**config.mk**
```make
export PLATFORM = sky130hd
export DESIGN_NAME = grayscale_stream
export DESIGN_NICKNAME = d
export VERILOG_FILES = /design/src/rtl/grayscale_pkg.sv /design/src/rtl/gray_pixel_calc.sv /design/src/rtl/grayscale_stream.sv
export SDC_FILE = /design/constraint.sdc
export NUM_CORES = 1
export LEC_CHECK = 0
export CAP_MARGIN = 20
export CORE_AREA = 8 8 147 149
export DETAILED_ROUTE_END_ITERATION = 10
export DIE_AREA = 0 0 155 157
export PLACE_DENSITY = 0.92
export SYNTH_ARGS = -nofsm -noshare
export SYNTH_HDL_FRONTEND = slang
export SYNTH_SLANG_ARGS = --single-unit
```
**constraint.sdc**
```tcl
create_clock -name clock -period 9.2 [get_ports clock]
set_input_delay 1.38 -clock clock [delete_from_list [all_inputs] [get_ports clock]]
set_output_delay 1.38 -clock clock [all_outputs]
set_load 0.01 [all_outputs]
```
**src/rtl/grayscale_pkg.sv**
```systemverilog
// grayscale_pkg
//   Shared definitions for the grayscale stream converter: conversion mode
//   encodings and the integer luma weights. The weights sum to 2**W_SHIFT so
//   the luma result fits the channel width without saturation.
package grayscale_pkg;

  typedef enum logic [1:0] {
    MODE_AVG  = 2'b00,
    MODE_LUMA = 2'b01,
    MODE_PASS = 2'b10,
    MODE_RSVD = 2'b11   // behaves as passthrough
  } mode_e;

  localparam int W_R     = 77;
  localparam int W_G     = 150;
  localparam int W_B     = 29;
  localparam int W_SHIFT = 8;

endpackage

```
**src/rtl/gray_pixel_calc.sv**
```systemverilog
// gray_pixel_calc
//   Two registered arithmetic stages for one pixel.
//   S2 forms per-channel terms (weighted for luma, raw otherwise);
//   S3 sums them and divides by 3 (average), shifts (luma) or rebuilds the
//   original pixel (passthrough / reserved).
// Ports
//   clock, reset : clock, asynchronous active-low reset
//   en           : advance both stages (hold when low)
//   mode_i       : conversion mode travelling with the pixel in S1
//   pix_i        : S1 pixel, {B, G, R}
//   pix_o        : S3 result, gray replicated in all three fields
module gray_pixel_calc
  import grayscale_pkg::*;
#(
  parameter int CW = 8
) (
  input  logic          clock,
  input  logic          reset,
  input  logic          en,
  input  mode_e         mode_i,
  input  logic [3*CW-1:0] pix_i,
  output logic [3*CW-1:0] pix_o
);

  localparam int TW = CW + W_SHIFT;  // widest weighted term
  localparam int SW = TW + 2;        // sum of three terms

  logic [TW-1:0]   term_r_q, term_r_d;
  logic [TW-1:0]   term_g_q, term_g_d;
  logic [TW-1:0]   term_b_q, term_b_d;
  mode_e           mode2_q, mode2_d;
  logic [3*CW-1:0] pix3_q, pix3_d;

  logic [CW-1:0]   ch_r, ch_g, ch_b;
  logic [SW-1:0]   sum;
  logic [CW-1:0]   gray;

  // NOTE: every signal written here gets a default first, so no path leaves
  // a value unassigned and no latch is inferred.
  always_comb begin
    term_r_d = term_r_q;
    term_g_d = term_g_q;
    term_b_d = term_b_q;
    mode2_d  = mode2_q;
    pix3_d   = pix3_q;
    gray     = '0;

    ch_r = pix_i[CW-1:0];
    ch_g = pix_i[2*CW-1:CW];
    ch_b = pix_i[3*CW-1:2*CW];

    sum = SW'(term_r_q) + SW'(term_g_q) + SW'(term_b_q);

    if (en) begin
      mode2_d = mode_i;
      if (mode_i == MODE_LUMA) begin
        term_r_d = TW'(W_R) * TW'(ch_r);
        term_g_d = TW'(W_G) * TW'(ch_g);
        term_b_d = TW'(W_B) * TW'(ch_b);
      end else begin
        // Average and passthrough both keep the raw channels.
        term_r_d = TW'(ch_r);
        term_g_d = TW'(ch_g);
        term_b_d = TW'(ch_b);
      end

      case (mode2_q)
        MODE_AVG: begin
          gray   = CW'(sum / SW'(3));
          pix3_d = {3{gray}};
        end
        MODE_LUMA: begin
          gray   = CW'(sum >> W_SHIFT);
          pix3_d = {3{gray}};
        end
        default: pix3_d = {term_b_q[CW-1:0], term_g_q[CW-1:0], term_r_q[CW-1:0]};
      endcase
    end
  end

  // NOTE: the data stages are reset as well as the valids, because the
  // output pixel must read as zero while in reset.
  always_ff @(posedge clock or negedge reset) begin
    if (!reset) begin
      term_r_q <= '0;
      term_g_q <= '0;
      term_b_q <= '0;
      mode2_q  <= MODE_AVG;
      pix3_q   <= '0;
    end else begin
      term_r_q <= term_r_d;
      term_g_q <= term_g_d;
      term_b_q <= term_b_d;
      mode2_q  <= mode2_d;
      pix3_q   <= pix3_d;
    end
  end

  assign pix_o = pix3_q;

endmodule

```
**src/rtl/grayscale_stream.sv**
```systemverilog
// grayscale_stream
//   Streaming RGB -> grayscale converter between a first-word-fall-through
//   input FIFO and an output FIFO. Three-stage pipeline (S1 capture, S2
//   products, S3 result), one pixel per clock when not stalled. The mode is
//   latched on the first pixel of each frame and carried with every pixel.
// Ports
//   clock, reset : clock, asynchronous active-low reset
//   mode         : 00 average, 01 luma, 10/11 passthrough
//   in_dout      : input pixel {B, G, R};   in_empty : input FIFO empty
//   in_rd_en     : pop input FIFO this cycle
//   out_din      : output pixel;            out_full : output FIFO full
//   out_wr_en    : push output FIFO this cycle
//   frame_done   : pulse with the push of the last pixel of a frame
//   busy         : any pipeline stage holds a pixel
module grayscale_stream
  import grayscale_pkg::*;
#(
  parameter int CHANNEL_WIDTH = 8,
  parameter int FRAME_WIDTH   = 720,
  parameter int FRAME_HEIGHT  = 540
) (
  input  logic                       clock,
  input  logic                       reset,
  input  logic [1:0]                 mode,
  input  logic [3*CHANNEL_WIDTH-1:0] in_dout,
  input  logic                       in_empty,
  output logic                       in_rd_en,
  output logic [3*CHANNEL_WIDTH-1:0] out_din,
  input  logic                       out_full,
  output logic                       out_wr_en,
  output logic                       frame_done,
  output logic                       busy
);

  localparam int PW           = 3 * CHANNEL_WIDTH;
  localparam int FRAME_PIXELS = FRAME_WIDTH * FRAME_HEIGHT;
  localparam int CNT_W        = (FRAME_PIXELS > 1) ? $clog2(FRAME_PIXELS) : 1;
  localparam logic [CNT_W-1:0] LAST = CNT_W'(FRAME_PIXELS - 1);

  logic             v1_q, v1_d, v2_q, v2_d, v3_q, v3_d;
  logic [PW-1:0]    pix1_q, pix1_d;
  mode_e            mode1_q, mode1_d;
  mode_e            mode_lat_q, mode_lat_d;
  logic [CNT_W-1:0] in_count_q, in_count_d;
  logic [CNT_W-1:0] out_count_q, out_count_d;

  logic  advance, pop, push;
  mode_e mode_px;

  always_comb begin
    v1_d        = v1_q;
    v2_d        = v2_q;
    v3_d        = v3_q;
    pix1_d      = pix1_q;
    mode1_d     = mode1_q;
    mode_lat_d  = mode_lat_q;
    in_count_d  = in_count_q;
    out_count_d = out_count_q;

    // The whole pipeline moves only when S3 is empty or can drain.
    advance = !v3_q || !out_full;
    // Gated by reset so nothing is popped while the block is held in reset.
    pop     = reset && !in_empty && advance;
    push    = v3_q && !out_full;

    // First pixel of a frame samples the port; later pixels reuse the latch.
    mode_px = (in_count_q == '0) ? mode_e'(mode) : mode_lat_q;

    if (advance) begin
      v1_d = pop;
      v2_d = v1_q;
      v3_d = v2_q;
    end

    if (pop) begin
      pix1_d     = in_dout;
      mode1_d    = mode_px;
      mode_lat_d = mode_px;
      in_count_d = (in_count_q == LAST) ? '0 : in_count_q + CNT_W'(1);
    end

    if (push) begin
      out_count_d = (out_count_q == LAST) ? '0 : out_count_q + CNT_W'(1);
    end
  end

  // NOTE: state registers use non-blocking assignments so every flop samples
  // the pre-edge values regardless of statement order.
  always_ff @(posedge clock or negedge reset) begin
    if (!reset) begin
      v1_q        <= 1'b0;
      v2_q        <= 1'b0;
      v3_q        <= 1'b0;
      pix1_q      <= '0;
      mode1_q     <= MODE_AVG;
      mode_lat_q  <= MODE_AVG;
      in_count_q  <= '0;
      out_count_q <= '0;
    end else begin
      v1_q        <= v1_d;
      v2_q        <= v2_d;
      v3_q        <= v3_d;
      pix1_q      <= pix1_d;
      mode1_q     <= mode1_d;
      mode_lat_q  <= mode_lat_d;
      in_count_q  <= in_count_d;
      out_count_q <= out_count_d;
    end
  end

  gray_pixel_calc #(
    .CW (CHANNEL_WIDTH)
  ) u_calc (
    .clock  (clock),
    .reset  (reset),
    .en     (advance),
    .mode_i (mode1_q),
    .pix_i  (pix1_q),
    .pix_o  (out_din)
  );

  assign in_rd_en   = pop;
  assign out_wr_en  = push;
  assign frame_done = push && (out_count_q == LAST);
  assign busy       = v1_q || v2_q || v3_q;

endmodule
```
==> impl_metrics.py <==
metrics = {
    "floorplan": {
        "initial_utilization": 0.6136,
        "core_area_sq_mm": 0.01921,
        "die_w_microns": 155,
        "die_h_microns": 157,
        "die_area_sq_mm": 0.02434,
        "ioPinCount": 58,
        "rows": 51,
    },
    "timing": {
        "setup_viol": 0,
        "hold_viol": 0,
        "fin_crit_ps": 8359,
        "worstMarginPinSlew_ps": 987.7,
        "rsz0062_at_grt": "no",
        "fmax_mhz": 119.6,
        "tns_ps": 0,
        "fin_worst_skew_ps": 14.47,
        "max-slew-margin-rel": 0.3392,
        "post-route-period-util": 0.9086,
        "finalMaxSlewViolations": 0,
    },
    "cts": {
        "cts_buffer_depth": 2,
        "clk_pin_slew_ps": 60,
        "htreeDepth": 4,
        "cts_sinks": 137,
        "cts-root-buf": "clkbuf_16",
        "cts_setup_buffers": 0,
        "ctsResizeCount": 0,
        "cts_buffers": 17,
        "ctsHoldBuffers": 0,
        "clock_latency_ps": 440,
        "cts_tree": "done",
    },
    "setup_path": {
        "required_ps": 9490,
        "worst-path-max-fanout": 9,
        "cp.arrival_ps": 8650,
        "r2r_slack_ps": 840,
        "cp_slowest_cell": "a211oi_1",
        "critical_path_class": "reg -> reg",
        "cp-start-kind": "flop",
        "end_kind": "flop",
        "slowest_delay_ps": 580,
    },
    "yosys": {
        "synth_compound_area_frac": 0.2180,
        "synth.area.mux_share": 0.008917,
        "synth.area.top_cells": "dfrtp_1 29%, ha_1 14%, nand2_1 5.8%",
        "synth_edf_count": 0,
        "ys_seq_area_frac": 0.2909,
        "yosys.area_share.simple": 0.1774,
        "synth_xor_area_frac": 0.06454,
        "synth_area_sq_mm": 0.01179,
        "ys_ff_latch": 137,
        "yosysWarnings": 0,
        "avgSynthCellArea_sq_um": 8.528,
        "synthAdderAreaFrac": 0.1886,
        "synthFlopType": "dfrtp_1",
        "synth_top_family_by_area": "compound AO/OA/AOI/OAI gates",
        "synth_top_area_cell": "dfrtp_1",
        "synthArstFlopShare": 1.000,
        "synthDistinctLibCells": 89,
        "syn_inst": 1382,
        "yosysTopAreaCellShare": 0.2909,
        "synth_nets": 1572,
    },
    "layout": {
        "n_antenna_cell": 0,
        "area_growth_pct": 11.79,
        "drive_gt1_frac": 0.05706,
        "fill_cells": 1397,
        "regArea_sq_mm": 0.003428,
        "multi_input_area_sq_mm": 0.007754,
        "nets": 1614,
    },
    "drt": {
        "wl_per_cell_microns": 18.51,
        "met2_length_mm": 14.97,
        "wl_met3_mm": 2.270,
        "detail_route.vias_per_cell": 6.360,
        "wl_mm": 31.50,
        "via_count": 10830,
        "drtIter0Drc": 1064,
        "drtPass1Iterations": 6,
        "antenna_left": 0,
        "drt-met1-wl_mm": 12.79,
        "top_layer_used": "met4",
        "drcViolationCount": 0,
    },
    "global_routing": {
        "grt_overflow": 0,
        "grt.total_usage": 0.2644,
        "grt_max_degree": 89,
        "antenna_found_initial": 0,
        "grt_first_pass_wirelength_mm": 52.18,
        "grt_pass1_vias": 10660,
    },
    "outcome": {
        "status": "finished, final reports clean",
    },
    "run": {
        "cap_violations": 0,
    },
    "min_path": {
        "hold_class": "reg -> reg",
    },
    "placement": {
        "gp_congestion": 0.9073,
        "portBuffers": 57,
        "hpwl_mm": 22.88,
    },
}
-- per-layer routing --
| metal | vias up | track usage |
|---|---|---|
| met5 | - | 0 |
| met4 | 0 | 0.1419 |
| met3 | 129 | 0.04634 |
| met2 | 546 | 0.4424 |
| met1 | 5159 | 0.3211 |
| li1 | 4991 | - |
-- area by class of cell --
class                           instances  share of cell area
Timing Repair Buffer                   67             0.04909
Inverter                              113             0.03219
Tap cell                              265             0.02516
Sequential cell                       137              0.2602
Clock inverter                         14             0.01234
Multi-Input combinational cell       1088              0.5885
Clock buffer                           18             0.03257
-- per-stage QoR --
step           hold slack (ps)  setup WS (ps)  utilization  instances  instance area (sq um)
2_1_floorplan            445.9           1920            -       1382                  11790
3_3_place_gp             460.2           1394       0.6548       1669                  12580
5_1_grt                  503.1          324.9       0.6860       1702                  13180
3_5_place_dp             465.6           1145       0.6548       1669                  12580
4_1_cts                  478.7           1034       0.6856       1701                  13170
6_report                 474.5          841.3       0.6860       1702                  13180
-- cells by family after synthesis --
| family | count (synthesis) |
|---|---|
| adder cells (fa/ha/maj) | 161 |
| AO/OA/AOI/OAI | 372 |
| AND/OR/NAND/NOR | 459 |
| XOR/XNOR | 86 |
| flip-flops | 137 |
| multiplexers | 10 |
| buffers and inverters | 157 |
-- synthesized netlist by cell type, types with 8 or more instances --
master,n
nor3_1,20
inv_1,111
nand3_1,45
and3_1,13
a22o_1,19
nand2b_1,9
o21a_1,11
a21o_1,28
o21bai_1,16
xnor2_1,54
or3_1,9
nor4_1,9
fa_1,28
a21oi_1,102
o31ai_1,8
a31oi_1,25
nand4_1,12
ha_1,132
o21ai_0,62
nor2_1,120
a211oi_1,14
dfrtp_1,137
nand2_1,183
clkbuf_1,35
xor2_1,31
-- critical path, delay by kind of cell, from the launching register on --
kind | cells | cell delay [ps]
flip-flops | 1 | 370
XOR/XNOR | 1 | 140
adder cells (fa/ha/maj) | 4 | 1200
multiplexers | 2 | 430
AND/OR/NAND/NOR | 8 | 1570
AO/OA/AOI/OAI | 15 | 4350
buffers and inverters | 2 | 140
-- registers in the layout (all words and copies together), names as in the netlist --
register         count
u_calc.term_b_q     13
u_calc.mode2_q       2
pix1_q              24
in_count_q          19
u_calc.term_r_q     15
v1_q                 1
v2_q                 1
out_count_q         19
v3_q                 1
mode_lat_q           2
u_calc.term_g_q     16
u_calc.pix_o        24
-- placed cells by master (no fill, tap or decap), types with 7 or more instances in the layout --
| cell | Yosys | final |
|---|---|---|
| nor2_1 | 120 | 120 |
| o21bai_1 | 16 | 16 |
| xnor2_1 | 54 | 54 |
| nand3_1 | 45 | 45 |
| a21oi_1 | 102 | 102 |
| fa_1 | 28 | 28 |
| o21ai_0 | 62 | 62 |
| a31oi_1 | 25 | 25 |
| o31ai_1 | 8 | 8 |
| clkbuf_16 | 0 | 17 |
| nand2_1 | 183 | 182 |
| nand2b_1 | 9 | 9 |
| buf_4 | 0 | 10 |
| ha_1 | 132 | 132 |
| nor3_1 | 20 | 20 |
| a211oi_1 | 14 | 14 |
| nand4_1 | 12 | 12 |
| or3_1 | 9 | 9 |
| and3_1 | 13 | 13 |
| dfrtp_1 | 137 | 137 |
| nor2b_1 | 7 | 7 |
| o21a_1 | 11 | 11 |
| nor4_1 | 9 | 9 |
| xor2_1 | 31 | 31 |
| a21o_1 | 28 | 28 |
| clkdlybuf4s50_1 | 0 | 56 |
| a22o_1 | 19 | 19 |
| inv_1 | 111 | 111 |
| o22ai_1 | 7 | 7 |
-- worst paths after layout --
check	endpoint	cells after the start	startpoint
max	u_calc.pix_o[8]	32	u_calc.term_g_q[0]
min	u_calc.pix_o[14]	2	u_calc.pix_o[14]
max reg2reg	u_calc.pix_o[8]	32	u_calc.term_g_q[0]
min reg2reg	u_calc.pix_o[14]	2	u_calc.pix_o[14]
max in group asynchronous	pix1_q[7]	2	reset
min in group asynchronous	out_count_q[18]	1	reset
Power is not shown: default switching activity piles up to over one toggle a cycle in this logic, so the estimate is an artifact.
==> RTL change 1: new RTL, same flow settings <==
Add an input register stage for `mode`, cleared by the reset; this delays it by one clock. The other inputs are not delayed to match.
--- a/src/rtl/grayscale_stream.sv
+++ b/src/rtl/grayscale_stream.sv
@@ -39,2 +39,12 @@
 
+  logic [1:0] mode_q;
+
+  always_ff @(posedge clock or negedge reset) begin
+    if (!reset) begin
+      mode_q <= '0;
+    end else begin
+      mode_q <= mode;
+    end
+  end
+
   logic             v1_q, v1_d, v2_q, v2_d, v3_q, v3_d;
@@ -66,3 +76,3 @@
     // First pixel of a frame samples the port; later pixels reuse the latch.
-    mode_px = (in_count_q == '0) ? mode_e'(mode) : mode_lat_q;
+    mode_px = (in_count_q == '0) ? mode_e'(mode_q) : mode_lat_q;
 
Check against the original RTL: not equivalent (Yosys sat finds a counterexample within 4 cycles, from zero or initial values and one cycle with reset low).
==> RTL change 1 against the original RTL <==
Core utilization is 3.1 points higher; setup slack got worse by 230 ps; sequential cell count rose by 2; non-clock buffer count grew 2; routed wire length grew 6.2%; final area rose by 4.5%; area after synthesis is 4.5% higher; sequential share of layout area down 0.75 points; largest cell class unchanged.
Power is left out: the tool's default activity adds up to more than one toggle a clock period on the data nets, which glitch-free logic cannot reach.
==> RTL change 1: results <==
run_status:
  status: "finished clean"
route:
  drt-met1-wl_um: 13400
  top_layer: "met4"
  first_pass_iters: 6
  drt-initial-drc-count: 1033
  wl_um: 33500
  met3RoutedLength_um: 2390
  wl_met2_um: 16400
  dr_total_vias: 11300
yosys:
  synth-compound-area-share_pct: 21.9
  synth_nets: 1638
  synth-xor-area-share_pct: 6.57
  ys_async_sr_fraction_pct: 100
  yosysSeqAreaShare_pct: 28.2
  syn_inst: 1448
  ys.flop_type: "dfrtp_1"
  synth_warnings: 0
  synth_mux_area_share_pct: 0.802
  yosys.area_share.adder_pct: 18.0
  netlist_top_cells_count: "196 x nand2_1, 139 x dfrtp_1, 132 x ha_1"
  synth_cell_types: 98
  synthTopCellsByArea: "dfrtp_1 28%, ha_1 13%, nand2_1 6.0%, fa_1 4.6%, xnor2_1 4.3%"
setup_path:
  crit_fanout: 8
  slowest_stage: "or4_1"
  cpLargestDelayFamily: "compound AO/OA/AOI/OAI gates"
  cpPeakStageDelay_ps: 550
  cp.arrival_ps: 8970
timing:
  slew_headroom_pct: 31.2
  fin_skew_ps: 13.3
clocking:
  cts_root_buf: "clkbuf_16"
  clockBufferDepth: 2
  numCtsBuffers: 17
  cts_max_level: 4
finish:
  nets: 1678
  drive_gt1_share_pct: 6.60
  nFillCells: 1359
  antenna_cells: 0
  instances_no_fill: 1766
  stdcell_area_um2: 13800
global_routing:
  grt_pass1_wl_um: 54600
  grt_max_degree: 82
  track_usage_pct: 27.7
  use_met3_pct: 5.40
  met1_usage_pct: 32.8
  grt_use_met2_pct: 47.3
placement:
  portBuffers: 57
  place_area_um2: 13100
  routabilityCongestion: 0.886
  hpwl_um: 24100
  pre_cts_slack_ps: 335
hold_path:
  hp-class: "flip-flop to flip-flop"
==> RTL change 1: area by class of cell <==
type / count / area share, %
clock buffers: 17 / 3.09
flip-flops and latches: 139 / 25.3
repair buffers: 69 / 4.83
multi-input cells: 1148 / 60.1
clock inverters: 15 / 1.25
inverters: 113 / 3.08
well taps: 265 / 2.41
==> RTL change 1: worst paths after layout <==
path / from / end / slack [ps] / cells after the start
worst min register to register: u_calc.pix_o[5] / u_calc.pix_o[5] / 480 / 1
worst max register to register: u_calc.term_g_q[3] / u_calc.pix_o[8] / 610 / 32
max in group asynchronous: reset / u_calc.term_g_q[9] / 6990 / 2
worst max-delay path: u_calc.term_g_q[3] / u_calc.pix_o[8] / 610 / 32
min in group asynchronous: reset / out_count_q[1] / 970 / 1
worst min-delay path: u_calc.pix_o[5] / u_calc.pix_o[5] / 480 / 1
==> RTL change 1: timing repair <==
item	4_1_cts	5_1_grt
resized for setup	0	12
setup buffers	0	2
setup endpoints to repair	0	6
==> RTL change 2: new RTL, same flow settings <==
Made on the original files. Set the parameter `FRAME_WIDTH` to 180 (it was 720).
--- a/src/rtl/grayscale_stream.sv
+++ b/src/rtl/grayscale_stream.sv
@@ -18,3 +18,3 @@
   parameter int CHANNEL_WIDTH = 8,
-  parameter int FRAME_WIDTH   = 720,
+  parameter int FRAME_WIDTH   = 180,
   parameter int FRAME_HEIGHT  = 540
Check against the original RTL: not settled (the Yosys comparison gave no result); the edit may change what the design does.
==> RTL change 2 against the original RTL <==
Final area down 1.7%; setup slack lost 260 ps; die area unchanged; area after synthesis is 2.3% lower; global-route usage rose by 0.27 points; non-clock buffer count increased by 1; routed wire length is 1.0% higher; sequential cell count down 4; critical path depth up 1; first-iteration DRC count shrank 9.0%; largest cell class unchanged.
Power is not shown: default switching activity piles up to over one toggle a cycle in this logic, so the estimate is an artifact.
==> RTL change 2: results <==
run_status:
  status: "finished clean"
yosys:
  synthTopCellsByArea: "dfrtp_1 29%, ha_1 14%, nand2_1 6.0%, fa_1 4.9%, xnor2_1 4.2%"
  yosysSeqAreaShare_pct: 28.9
  synth_nets: 1548
  netlist_top_cells_count: "185 x nand2_1, 133 x dfrtp_1, 132 x ha_1"
  synth-xor-area-share_pct: 6.31
  synth_cell_types: 93
  synth_top_family_by_area: "compound AO/OA/AOI/OAI gates"
  synth-compound-area-share_pct: 20.4
  ys_async_sr_fraction_pct: 100
  synth_mux_area_share_pct: 0.902
  synth_warnings: 0
  yosys.area_share.adder_pct: 19.3
timing:
  finalSetupViolCount: 0
  worst_pin_slew_ps: 995
  fin_skew_ps: 10.7
route:
  wl_um: 31800
  drt-initial-drc-count: 968
  vias_per_cell: 6.41
  first_pass_iters: 6
hold_path:
  hp-class: "flip-flop to flip-flop"
clocking:
  numCtsBuffers: 17
  cts_root_buf: "clkbuf_16"
  clkSlewWorstSetupHoldPaths_ps: 70
  clockBufferDepth: 2
  cts_max_level: 4
  clk_latency_ps: 430
placement:
  portBuffers: 57
  routabilityCongestion: 0.974
  hpwl_um: 22100
global_routing:
  track_usage_pct: 26.7
  antenna_found_initial: 0
  grt_pass1_wl_um: 53000
  first_global_vias: 10800
  grt_max_degree: 83
setup_path:
  cp.arrival_ps: 8970
  cpLargestDelayFamily: "simple AND/OR/NAND/NOR gates"
  crit_fanout: 9
  cpPeakStageDelay_ps: 550
  slowest_stage: "or4_4"
finish:
  nets: 1591
  drive_gt1_share_pct: 6.02
  antenna_cells: 0
-- RTL change 2: cell families after synthesis --
| group | count (synthesis) |
|---|---|
| flip-flops | 133 |
| buffers and inverters | 158 |
| adder cells (fa/ha/maj) | 161 |
| AND/OR/NAND/NOR | 467 |
| XOR/XNOR | 83 |
| multiplexers | 9 |
| AO/OA/AOI/OAI | 347 |
-- RTL change 2: worst paths after layout --
path                       cells past startpoint          startpoint  slack, ps               end
min                                            1                v2_q        500              v3_q
max in group asynchronous                      2               reset       7050  u_calc.pix_o[23]
max reg2reg                                   33  u_calc.term_g_q[1]        580  u_calc.pix_o[16]
max                                           33  u_calc.term_g_q[1]        580  u_calc.pix_o[16]
min in group asynchronous                      1               reset        990   out_count_q[14]
min reg2reg                                    1                v2_q        500              v3_q
-- RTL change 2: worst register-to-register path: cells and delay by family (launching register included) --
kind / cells / cell delay, ps
compound gates: 13 / 3130
xor+xnor: 1 / 170
mux: 1 / 190
simple gates: 15 / 3670
fa+ha+maj: 3 / 990
flops: 1 / 400
-- RTL change 2: routing by layer --
| metal | vias to the layer above | track usage [%] | part of all wire, % |
|---|---|---|---|
| met2 | 627 | 45.5 | 48 |
| met3 | 161 | 5.37 | 8.6 |
| met4 | 0 | 13.8 | 5.0 |
| met1 | 5082 | 31.6 | 39 |
| met5 | - | 0 | 0 |
| li1 | 4884 | - | - |
-- RTL change 2: metrics by stage --
| stage | cells | setup WS, ps | cell area, um^2 | util, % |
|---|---|---|---|---|
| 4_1_cts | 1677 | 749 | 12900 | 67.3 |
| 3_5_place_dp | 1646 | 876 | 12300 | 64.2 |
| 5_1_grt | 1678 | 126 | 12900 | 67.4 |
| 3_3_place_gp | 1646 | 1240 | 12300 | 64.2 |
| 2_1_floorplan | 1358 | 1640 | 11500 | - |
| 6_report | 1678 | 583 | 12900 | 67.4 |
-- RTL change 2: final cells by class --
class | count | area, um^2
sequential | 133 | 3330
inverter | 114 | 428
clock buffer | 18 | 429
fill | 1369 | 6260
clock inverter | 13 | 171
timing repair buffer | 68 | 658
tap | 265 | 332
multi-input combinational | 1067 | 7600
-- RTL change 2: timing repair --
action	CTS	global route
setup endpoints to repair	0	3
gates resized for setup	0	2
buffers inserted	0	0
